[config.mk]
export PLATFORM = sky130hd
export DESIGN_NAME = comparador_serial_izq_der_flat
export DESIGN_NICKNAME = d
export VERILOG_FILES = /design/src/rtl/comparador_serial_izq_der_if.sv /design/src/rtl/comparador_serial_izq_der.sv /design/src/flat_wrapper.sv
export SDC_FILE = /design/constraint.sdc
export NUM_CORES = 1
export LEC_CHECK = 0
export CAP_MARGIN = 40
export CORE_AREA = 2 2 39 41
export CTS_BUF_LIST = sky130_fd_sc_hd__clkbuf_4 sky130_fd_sc_hd__clkbuf_8
export DETAILED_ROUTE_END_ITERATION = 10
export DIE_AREA = 0 0 41 43
export GPL_ROUTABILITY_DRIVEN = 0
export PLACE_DENSITY = 0.71
export SLEW_MARGIN = 0
export SYNTH_ARGS = -nofsm -noshare
export SYNTH_HDL_FRONTEND = slang
export SYNTH_SLANG_ARGS = --single-unit
[constraint.sdc]
create_clock -name clk -period 1.5 [get_ports clk]
set_input_delay 0.45 -clock clk [delete_from_list [all_inputs] [get_ports clk]]
set_output_delay 0.45 -clock clk [all_outputs]
set_load 0.02 [all_outputs]
[src/rtl/comparador_serial_izq_der_if.sv]
// Bit-serial comparator bus: operand bit pairs and control in, registered result out.
// The source side (shift register / serial link) uses the master modport,
// the comparator uses the slave modport.
interface comparador_serial_izq_der_if #(
    parameter int N = 4
);
    localparam int CW = $clog2(N + 1);

    logic          start;
    logic          bit_valid;
    logic          A;
    logic          B;
    logic          busy;
    logic          done;
    logic          Z;
    logic          EQ;
    logic          LT;
    logic [CW-1:0] bit_count;

    modport master (
        output start, bit_valid, A, B,
        input  busy, done, Z, EQ, LT, bit_count
    );

    modport slave (
        input  start, bit_valid, A, B,
        output busy, done, Z, EQ, LT, bit_count
    );
endinterface

[src/rtl/comparador_serial_izq_der.sv]
// comparador_serial_izq_der: MSB-first serial magnitude comparator.
// One clocked cell is reused over N accepted bit pairs; the first differing pair
// decides the relation, later pairs cannot change it.
// Optional macro COMPARE_EARLY_DONE_EN: finish as soon as the first differing pair
// is seen (equal words still consume all N pairs).
module comparador_serial_izq_der #(
    parameter int N = 4
) (
    input  logic                        clk,
    input  logic                        rst,
    comparador_serial_izq_der_if.slave  bus
);
    localparam int CW = $clog2(N + 1);

    typedef enum logic [1:0] {
        S_IDLE = 2'd0,
        S_RUN  = 2'd1,
        S_DONE = 2'd2
    } state_t;

    typedef enum logic [1:0] {
        REL_EQ = 2'd0,
        REL_GT = 2'd1,
        REL_LT = 2'd2
    } rel_t;

    state_t        state_q, state_d;
    rel_t          rel_q, rel_d;
    logic [CW-1:0] count_q, count_d;
    logic          busy_q, busy_d;
    logic          done_q, done_d;
    logic          z_q, z_d;
    logic          eq_q, eq_d;
    logic          lt_q, lt_d;

    logic [CW-1:0] count_inc_s;
    logic          last_pair_s;
    logic          decide_s;

    // Increment of the pair counter and the "this pair finishes the word" flag.
    always_comb begin
        count_inc_s = count_q + CW'(1);
        last_pair_s = (count_inc_s == CW'(N));
        decide_s    = (rel_q == REL_EQ) && (bus.A != bus.B);
    end

    // Next-state and next-output logic; all outputs are derived from the next state.
    always_comb begin
        state_d = state_q;
        rel_d   = rel_q;
        count_d = count_q;
        z_d     = z_q;
        eq_d    = eq_q;
        lt_d    = lt_q;

        case (state_q)
            S_IDLE: begin
                // Bits presented together with start are not part of the word.
                if (bus.start) begin
                    state_d = S_RUN;
                    rel_d   = REL_EQ;
                    count_d = {CW{1'b0}};
                    z_d     = 1'b0;
                    eq_d    = 1'b0;
                    lt_d    = 1'b0;
                end else begin
                    state_d = S_IDLE;
                end
            end
            S_RUN: begin
                if (bus.bit_valid) begin
                    count_d = count_inc_s;
                    if (decide_s) begin
                        rel_d = bus.A ? REL_GT : REL_LT;
                    end else begin
                        rel_d = rel_q;
                    end
`ifdef COMPARE_EARLY_DONE_EN
                    if (last_pair_s || decide_s) begin
                        state_d = S_DONE;
                    end else begin
                        state_d = S_RUN;
                    end
`else
                    if (last_pair_s) begin
                        state_d = S_DONE;
                    end else begin
                        state_d = S_RUN;
                    end
`endif
                end else begin
                    // Stall: no timeout, everything holds.
                    state_d = S_RUN;
                end
            end
            S_DONE: begin
                // start seen here is dropped; it has to be re-presented in IDLE.
                state_d = S_IDLE;
            end
            default: begin
                state_d = S_IDLE;
                rel_d   = REL_EQ;
                count_d = {CW{1'b0}};
                z_d     = 1'b0;
                eq_d    = 1'b0;
                lt_d    = 1'b0;
            end
        endcase

        // Result flags are loaded on the edge that enters DONE.
        if ((state_d == S_DONE) && (state_q == S_RUN)) begin
            z_d  = (rel_d == REL_GT);
            eq_d = (rel_d == REL_EQ);
            lt_d = (rel_d == REL_LT);
        end else begin
            z_d  = z_d;
            eq_d = eq_d;
            lt_d = lt_d;
        end

        busy_d = (state_d == S_RUN);
        done_d = (state_d == S_DONE);
    end

    // State and registered outputs, cleared by the synchronous reset.
    always_ff @(posedge clk) begin
        if (rst) begin
            state_q <= S_IDLE;
            rel_q   <= REL_EQ;
            count_q <= {CW{1'b0}};
            busy_q  <= 1'b0;
            done_q  <= 1'b0;
            z_q     <= 1'b0;
            eq_q    <= 1'b0;
            lt_q    <= 1'b0;
        end else begin
            state_q <= state_d;
            rel_q   <= rel_d;
            count_q <= count_d;
            busy_q  <= busy_d;
            done_q  <= done_d;
            z_q     <= z_d;
            eq_q    <= eq_d;
            lt_q    <= lt_d;
        end
    end

    assign bus.busy      = busy_q;
    assign bus.done      = done_q;
    assign bus.Z         = z_q;
    assign bus.EQ        = eq_q;
    assign bus.LT        = lt_q;
    assign bus.bit_count = count_q;
endmodule

[src/flat_wrapper.sv]
// flat-port wrapper written by rule: the top's interface ports become plain ports
module comparador_serial_izq_der_flat 
#(
    parameter int N = 4
)
  (clk, rst, bus_start, bus_bit_valid, bus_A, bus_B, bus_busy, bus_done, bus_Z, bus_EQ, bus_LT, bus_bit_count);
  comparador_serial_izq_der_if #(.N(N)) bus_i ();
  input  logic clk;
  input  logic rst;
  input wire logic [$bits(bus_i.start)-1:0] bus_start;
  input wire logic [$bits(bus_i.bit_valid)-1:0] bus_bit_valid;
  input wire logic [$bits(bus_i.A)-1:0] bus_A;
  input wire logic [$bits(bus_i.B)-1:0] bus_B;
  output wire logic [$bits(bus_i.busy)-1:0] bus_busy;
  output wire logic [$bits(bus_i.done)-1:0] bus_done;
  output wire logic [$bits(bus_i.Z)-1:0] bus_Z;
  output wire logic [$bits(bus_i.EQ)-1:0] bus_EQ;
  output wire logic [$bits(bus_i.LT)-1:0] bus_LT;
  output wire logic [$bits(bus_i.bit_count)-1:0] bus_bit_count;
  assign bus_i.start = bus_start;
  assign bus_i.bit_valid = bus_bit_valid;
  assign bus_i.A = bus_A;
  assign bus_i.B = bus_B;
  assign bus_busy = bus_i.busy;
  assign bus_done = bus_i.done;
  assign bus_Z = bus_i.Z;
  assign bus_EQ = bus_i.EQ;
  assign bus_LT = bus_i.LT;
  assign bus_bit_count = bus_i.bit_count;
  comparador_serial_izq_der #(.N(N)) u_core (.clk(clk), .rst(rst), .bus(bus_i));
endmodule
Yosys cells after proc, flatten, opt, wreduce, memory -nomap -nowiden:

Index checks and enable logic that the tools add are counted.
Widths: inputs -> output; s select.

* input port bits: 6
* word-level logic and storage cells: 47
* flip-flop bits (word level): 12

* multiplexer cells: 17
* add/sub/neg operators: 1
* bitwise logic cells: 1
* equality and inequality tests: 12
* reduce and logical (&&, ||, !) cells: 8

Operators by type and width (number)
* $mux 2: 6
* $pmux 3 s3: 1
* $eq 2x1->1 const B: 3
* $eq 2x2->1 const B: 3
* $logic_not 2->1: 3
* $mux 3: 2
* $pmux 2 s3: 1
* $mux 1: 5
* $ne 2x2->1 const B: 2
* $pmux 2 s2: 1
* $add 3x1->3 const B: 1
* $eq 3x3->1 const B: 1
* $ne 3x2->1 const B: 1
* $reduce_and 3->1: 1
* $logic_and 1x1->1: 2
* $ne 2x1->1 const B: 1
* $pmux 1 s2: 1
* $reduce_and 2->1: 1
* $reduce_or 2->1: 1
* $ne 1x1->1: 1
* $not 1->1: 1

Depth between registers and ports, before layout:

Gate-level depths: netlist of run 1.

* depth in word-level cells: 9
* mapped depth: 6

Worst setup path before layout of run 1:

Ideal clock, no wire load.

* path type: register to register
* start: reg u_core.count_q[0] (netlist: u_core.bus.bit_count[0])
* end: reg u_core.lt_q (netlist: u_core.bus.LT)
* data required time: 1.383 ns
* library setup time: 0.117 ns
* cell stages (with the launch flop): 7
* setup slack: 0.099 ns
* path buffers: 0
* data arrival time: 1.284 ns
* cells stage by stage: dfxtp_1 -> ha_1 -> ha_1 -> nand2_1 -> a2bb2oi_1 -> nor2_1 -> a32o_1

* longest elaborated chain between the ends: 9
* elaborated cells on any way between the ends: 11
* those cells by class: 1 x add/sub; 4 x eq/ne; 4 x mux; 2 x reduce/logical

RTL lines
* start, declared: RTL line comparador_serial_izq_der.sv:29 `logic [CW-1:0] count_q, count_d;`
* start signal, assigned: RTL line comparador_serial_izq_der.sv:130 `count_q <= {CW{1'b0}};`
* start signal, assigned: RTL line comparador_serial_izq_der.sv:139 `count_q <= count_d;`
* $add 3x1->3 (*): RTL line comparador_serial_izq_der.sv:42 `count_inc_s = count_q + CW'(1);`
* $eq 3x3->1 (*): RTL line comparador_serial_izq_der.sv:43 `last_pair_s = (count_inc_s == CW'(N));`
* $mux 2 (*): RTL line comparador_serial_izq_der.sv:85 `if (last_pair_s) begin`
* $mux 2 (*): RTL line comparador_serial_izq_der.sv:71 `if (bus.bit_valid) begin`
* $pmux 2 s2 (*): RTL line comparador_serial_izq_der.sv:56 `case (state_q)`
* $eq 2x2->1 (*): RTL line comparador_serial_izq_der.sv:111 `if ((state_d == S_DONE) && (state_q == S_RUN)) begin`
* $logic_and 1x1->1 (*): RTL line comparador_serial_izq_der.sv:111
* $ne 3x2->1 (no line) / $ne 2x1->1 (equally long branches)
* $reduce_and 2->1 (no line)
* end signal, assigned: RTL line comparador_serial_izq_der.sv:144 `lt_q <= lt_d;`
* end, declared: RTL line comparador_serial_izq_der.sv:34 `logic lt_q, lt_d;`

Mark *: on every way between the ends. The rest lies on a longest branch, timed or not.
A chain may end at the register's enable or synchronous reset.

Final worst setup path of run 1:

* start: reg u_core.count_q[1] (netlist: u_core.bus.bit_count[1])
* end: out bus_bit_count[1]

RTL lines
* end, declared: RTL line flat_wrapper.sv:19 `output wire logic [$bits(bus_i.bit_count)-1:0] bus_bit_count;`

No word-level cell between the ends.

==> run_results.csv, run 1 <==
group,metric,value,unit
outcome,status,"finished clean",
finish,final_util,56.15,%
placement,dpl.hpwl,801.8,um
worst_setup_path,crit_chain,"dlygate4sd2_1",
yosys,synth_largest_area_cell,"dfxtp_1",
worst_setup_path,start_kind,"flop",
drt,vias,509,
hold_path,whs_endpoint,"u_core.bus.Z",
sta,finalMaxSlewViolations,0,
floorplanning,die_x,41,um
yosys,syn_inst,59,
sta,fmax,708.8,MHz
yosys,synth.most_common_cell,"dfxtp_1",
finish,regArea,241.5,um2
worst_setup_path,worstPathArrival,0.96,ns
hold_path,min_from,"u_core.bus.Z",
grt,grt_pass1_wl,1842,um
clocking,hold_buffers,0,
job,maxCapViolCount,0,
pwr,comb_power_share,11.6,%
clocking,cts.clk_slew.worst_paths,0.08,ns
clocking,cts.htree.levels,1,
yosys,synth_area,548.0,um2
worst_setup_path,cp_max_fo,3,
yosys,synth_top_area_share,43.84,%
grt,grt_pass1_vias,454,
pwr,seq_power_share,50.1,%
placement,numPortBuffers,13,
grt,antenna_found_initial,0,
yosys,synthFlopType,"dfxtp_1",
yosys,yosysUniqueCellTypes,25,
yosys,async_flop_share,0,%
pwr,switching_share,22.23,%
floorplanning,die_area,1763,um2
clocking,cts_buffers,3,
hold_path,hold_depth,1,
yosys,synthTopCellsByCount,"12 x dfxtp_1, 6 x nand2_1, 4 x a21oi_1, 4 x nor2_1, 4 x nor2b_1",
hold_path,hp-class,"flop to flop",
sta,finalClockSkew,0.004721,ns
clocking,clock_latency,0.27,ns
floorplanning,core_area,1384,um2
clocking,clock_sinks,12,
clocking,cts-root-buf,"clkbuf_4",
worst_setup_path,r2r-end,"u_core.bus.LT",
sta,hold_violations,0,
finish,filler_cell_count,135,
worst_setup_path,worstSetupPathType,"flop to primary output",
finish,nets,88,
placement,placed_cells,91,
worst_setup_path,r2r-start,"u_core.bus.bit_count[1]",
yosys,synth_area_leaders,"dfxtp_1 44%, ha_1 4.6%, nor2b_1 4.6%, nand2_1 4.1%, a21oi_1 3.7%",
yosys,synth_edf_count,0,
floorplanning,floorplan.rows,14,
sta,tightestPinTransition,0.2666,ns
grt,grt_max_degree,11,
grt,overflow,0,
grt,grt_usage,15.86,%
drt,first_pass_iters,5,
finish,stdcell_count,95,
drt,drc,0,
clocking,cts_buffer_depth,2,
yosys,synthesis.nets,67,
sta,setup_viol,0,
drt,via_per_inst,5.358,
pwr,netSwitchingPower,146.1,uW
sta,relSlewSlack,81.98,%
finish,antenna_cells,0,
worst_setup_path,cp.required,1.05,ns
pwr,p_int,511.2,uW
sta,period_needed,1.411,ns
pwr,peakVddDrop,487.8,uV
worst_setup_path,critical_path.top_delay_family,"flip-flops",
finish,area_growth,41.78,%
pwr,clock_power_share,38.3,%
drt,ant_nets,0,
worst_setup_path,rrSetupSlack,0.17,ns
sta,rsz0062_at_grt,"false",
worst_setup_path,worstRegToRegCells,6,
finish,multiInputGateArea,307.8,um2
clocking,cts_tree,"built",
pwr,p_leak,0.0003276,uW
yosys,synth_seq_cells,12,
floorplanning,io_pins,14,
drt,drt_wl_total,1095,um
yosys,avgSynthCellArea,9.289,um2
worst_setup_path,max_stage_delay,0.35,ns
floorplanning,start_util,39.60,%
floorplanning,die_h,43,um
yosys,seq_area_frac_synth,43.84,%
worst_setup_path,cpMaxStageDelayCell,"dfxtp_1",
worst_setup_path,end_kind,"primary output",
sta,finalCritPeriodShare,94.06,%
drt,routedWlPerCell,11.53,um
worst_setup_path,critPathBufInv,1,
pwr,power_density,846.0,nW/um2
drt,first_iter_violations,4,
finish,final_layout_size_suffix_gt1_share,21.52,%
yosys,ys_warn_count,0,
-- metal layers --
metal,up-vias,part of all wire (%),track usage [%]
li1,257,-,-
met1,233,46,19.67
met2,17,45,21.88
met3,2,7.3,6.283
met4,0,1.3,10.00
met5,-,0,0
-- final cells by class --
type                    instances  area share [%]
inverters                       1          0.4831
multi-input cells              43           39.61
flip-flops and latches         12           31.08
well taps                      16           2.576
repair buffers                 19           21.58
clock buffers                   4           4.670
-- how the worst max path moves through the flow --
stage | from | endpoint | slack, ns | depth (start not counted)
3_3_place_gp | bus_start | u_core.bus.LT | -0.39 | 4
4_1_cts | bus_bit_valid | u_core.bus.LT | 0.03 | 5
6_report | u_core.bus.bit_count[1] | bus_bit_count[1] | 0.09 | 1
2_1_floorplan | u_core.bus.bit_count[0] | u_core.bus.LT | 0.1 | 6
3_5_place_dp | bus_start | u_core.bus.EQ | -0.42 | 5
5_1_grt | u_core.bus.bit_count[1] | bus_bit_count[1] | 0.04 | 1
-- kinds of logic after synthesis --
group	after synthesis	synth area share, %
compound gates	12	17.12
fa+ha+maj	2	4.565
buf+inv	4	3.193
flops	12	43.84
simple gates	29	31.28
-- metrics by stage --
stage	hold WS, ns	setup slack [ns]	power [uW]	area [um2]	TNS, ns
floorplan	0.5423	0.09851	375.7	548.0	0
global placement	0.4513	-0.3901	411.5	729.5	-2.699
detailed placement	0.4491	-0.4230	412.0	729.5	-2.833
CTS	0.4724	0.02882	665.5	769.5	0
global route	0.4958	0.03652	684.5	777.0	0
finish	0.4700	0.08912	657.3	777.0	0
-- state kept, by name, summed over array words and instances (netlist names) --
register,flops
u_core.bus.done,1
u_core.bus.EQ,1
u_core.state_q,2
u_core.bus.bit_count,3
u_core.bus.busy,1
u_core.rel_q,2
u_core.bus.Z,1
u_core.bus.LT,1
-- timing repair --
action | in CTS | in global routing
endpoints found under the setup margin | 15 | 6
pin swaps | 2 | 4
setup buffers | 0 | 0
resized for setup | 11 | 4
-- power by group through the flow --
stage	Sequential (uW)	Clock [uW]	Combinational, uW
CTS	329	260	76.7
global route	330	272	82.5
floorplan	338	0	37.6
finish	329	252	76.4
global placement	336	0	75.3
detailed placement	336	0	75.9
-- placed cells by master (no fill, tap or decap) --
master,synthesis,routed
clkbuf_8,0,1
nand3b_1,1,1
a32o_1,1,1
and4bb_2,1,1
clkdlybuf4s50_1,0,3
and2_1,2,2
inv_1,1,1
a32oi_4,0,1
clkbuf_4,0,3
nand3_1,3,3
dlygate4sd2_1,0,8
o21ai_1,1,1
nand2_1,6,6
a21oi_2,0,1
dlymetal6s2s_1,0,1
o2bb2ai_1,1,1
dfxtp_2,0,1
or3b_4,1,1
o21ai_0,2,2
ha_2,0,1
buf_4,0,6
nor2b_1,4,4
nor3_1,3,3
ha_1,2,1
o2bb2ai_2,1,1
nor4b_1,2,2
nor2_1,4,4
and4_1,2,2
clkdlybuf4s15_1,0,1
a2bb2oi_1,1,1
dfxtp_1,12,11
a21oi_1,4,3
No activity file was read; power rests on OpenSTA's default activity.
==> run 2: changes to the inputs <==
--- a/config.mk
+++ b/config.mk
@@ -6,10 +6,10 @@
 export NUM_CORES = 1
 export LEC_CHECK = 0
 export CAP_MARGIN = 40
-export CORE_AREA = 2 2 39 41
+export CORE_AREA = 3 3 40 42
 export CTS_BUF_LIST = sky130_fd_sc_hd__clkbuf_4 sky130_fd_sc_hd__clkbuf_8
 export DETAILED_ROUTE_END_ITERATION = 10
-export DIE_AREA = 0 0 41 43
+export DIE_AREA = 0 0 43 45
 export GPL_ROUTABILITY_DRIVEN = 0
 export PLACE_DENSITY = 0.71
 export SLEW_MARGIN = 0
==> run 2 against run 1 <==
  * Via count shrank 0.98%
  * Critical path depth unchanged
  * Flip-flop and latch count stayed put
  * First-iteration DRC count rose to 4.8 times the previous value
  * Critical path type unchanged
  * Combinational power grew 2%
  * Die area is 9.8% higher
  * Worst setup slack got worse by 0.014 ns
  * Cell area grew 0.97%
  * Register-to-register slack lost 0.05 ns
  * Power is 0.52% higher
  * Maximum frequency down 0.97%
  * Routed wire length is 13% higher
==> run_results.csv, run 2 (synthesis gave the netlist of run 1 again) <==
group,metric,value,unit
outcome,status,"finished clean",
drt,wl_met3,58,um
placement,dpl.hpwl,829.3,um
drt,vias,504,
drt,ant_nets,0,
sta,hold_violations,0,
worst_setup_path,cp_max_fo,3,
drt,wl_met2,622,um
floorplanning,die_x,43,um
worst_setup_path,r2r-end,"u_core.bus.LT",
pwr,p_int,511.1,uW
grt,grt_pass1_vias,500,
drt,drc,0,
placement,placed_cells,90,
sta,holdWs,0.4629,ns
floorplanning,die_h,45,um
floorplanning,start_util,42.65,%
sta,relSlewSlack,81.93,%
clocking,clock_latency,0.26,ns
worst_setup_path,worstSetupPathType,"flop to primary output",
drt,drt_wl_total,1236,um
floorplanning,die_area,1935,um2
pwr,netSwitchingPower,149.7,uW
drt,via_per_inst,5.362,
clocking,clock_sinks,12,
sta,tightestPinTransition,0.2683,ns
worst_setup_path,worstRegToRegCells,6,
clocking,cts.clk_slew.worst_paths,0.08,ns
hold_path,whs_endpoint,"u_core.bus.Z",
worst_setup_path,cpMaxStageDelayCell,"dfxtp_1",
worst_setup_path,rrSetupSlack,0.12,ns
floorplanning,io_pins,14,
hold_path,hp-class,"flop to flop",
drt,met1Wirelength,544,um
pwr,p_leak,0.0003337,uW
hold_path,min_from,"u_core.bus.Z",
floorplanning,core_area,1285,um2
worst_setup_path,cp.required,1.05,ns
worst_setup_path,critPathBufInv,1,
floorplanning,floorplan.rows,13,
placement,post-place-ws,-0.4342,ns
clocking,cts_buffers,3,
sta,worst_slack,0.07527,ns
clocking,hold_buffers,0,
sta,rsz0062_at_grt,"false",
worst_setup_path,start_kind,"flop",
finish,stdcell_count,94,
finish,final_layout_size_suffix_gt1_share,24.05,%
pwr,comb_power_share,11.8,%
pwr,power_density,842.2,nW/um2
worst_setup_path,end_kind,"primary output",
sta,fin_setup_tns,0,ns
job,maxCapViolCount,0,
worst_setup_path,crit_path_start,"u_core.bus.bit_count[1]",
grt,grt_max_degree,11,
drt,first_pass_iters,4,
hold_path,hold_depth,1,
sta,finalClockSkew,0.0006175,ns
sta,period_needed,1.425,ns
pwr,total_power,660.7,uW
worst_setup_path,critical_path.top_delay_family,"flip-flops",
worst_setup_path,max_stage_delay,0.36,ns
grt,overflow,0,
finish,area_growth,43.15,%
placement,numPortBuffers,13,
grt,grt_pass1_wl,2180,um
finish,nets,88,
drt,routedWlPerCell,13.15,um
worst_setup_path,crit_chain,"dlygate4sd2_1",
pwr,clock_power_share,38.3,%
pwr,seq_power_share,49.9,%
clocking,cts.htree.levels,1,
finish,layout_commonest_cell,"dfxtp_1",
sta,setup_viol,0,
pwr,peakVddDrop,457.9,uV
finish,antenna_cells,0,
clocking,cts_tree,"built",
drt,first_iter_violations,19,
finish,largest_reg_flops,3,
sta,finalCritPeriodShare,94.98,%
drt,highest_layer,"met4",
worst_setup_path,r2r-start,"u_core.bus.bit_count[1]",
finish,mostFrequentLayoutCells,"11 x dfxtp_1, 9 x dlygate4sd2_1, 6 x nand2_1, 6 x buf_4",
clocking,cts-root-buf,"clkbuf_4",
clocking,cts_setup_buffers,0,
grt,grt_usage,15.12,%
pwr,switching_share,22.65,%
sta,fmax,701.9,MHz
sta,finalMaxSlewViolations,0,
clocking,cts_buffer_depth,2,
worst_setup_path,worstPathArrival,0.97,ns
grt,antenna_found_initial,0,
==> run 2: changes by cell type in the layout (fill, tap and decap cells not counted) <==
cell             change
o21ai_1              -1
nor4b_2              +1
o21ai_2              +1
clkdlybuf4s15_1      -1
dlygate4sd2_1        +1
nor4b_1              -1
==> run 2: cell type report <==
| class | count | area [um2] |
|---|---|---|
| clock buffers | 4 | 36.28 |
| fillers | 110 | 500.5 |
| inverters | 1 | 3.754 |
| multi-input cells | 43 | 317.8 |
| flip-flops and latches | 12 | 241.5 |
| well taps | 15 | 18.77 |
| repair buffers | 19 | 166.4 |
==> run 2: what timing repair did <==
action / CTS / global route
resized for setup: 13 / 3
endpoints found under the setup margin: 15 / 7
endpoints found under the hold margin: 0 / 0
pin swaps: 2 / 2
==> run 2: power groups by stage <==
stage                     sequential [uW]  clock, uW  combinational, uW
after global placement                337          0               74.1
after detailed placement              337          0               74.4
after CTS                             329        261               77.0
after global routing                  331        278               84.7
after floorplan                       338          0               37.6
final                                 330        253               78.1
==> run 2: stage by stage <==
| stage | utilization, % | instance area, um2 |
|---|---|---|
| finish | 61.05 | 784.5 |
| global route | 61.05 | 784.5 |
| CTS | 60.56 | 778.2 |
| detailed placement | 56.67 | 728.2 |
| global placement | 56.67 | 728.2 |
| floorplan | - | 548.0 |
==> run 2: per-layer routing <==
metal / global-route usage (%) / vias to the layer above
li1: - / 254
met1: 18.25 / 237
met2: 26.05 / 11
met3: 2.789 / 2
met4: 7.229 / 0
met5: 0 / -
==> run 2: how the worst max path moves through the flow <==
stage | end | cells past startpoint
after floorplan | u_core.bus.LT | 6
after global placement | u_core.bus.EQ | 5
after detailed placement | u_core.bus.EQ | 5
after CTS | u_core.bus.EQ | 6
after global routing | u_core.bus.LT | 5
final | bus_bit_count[1] | 1
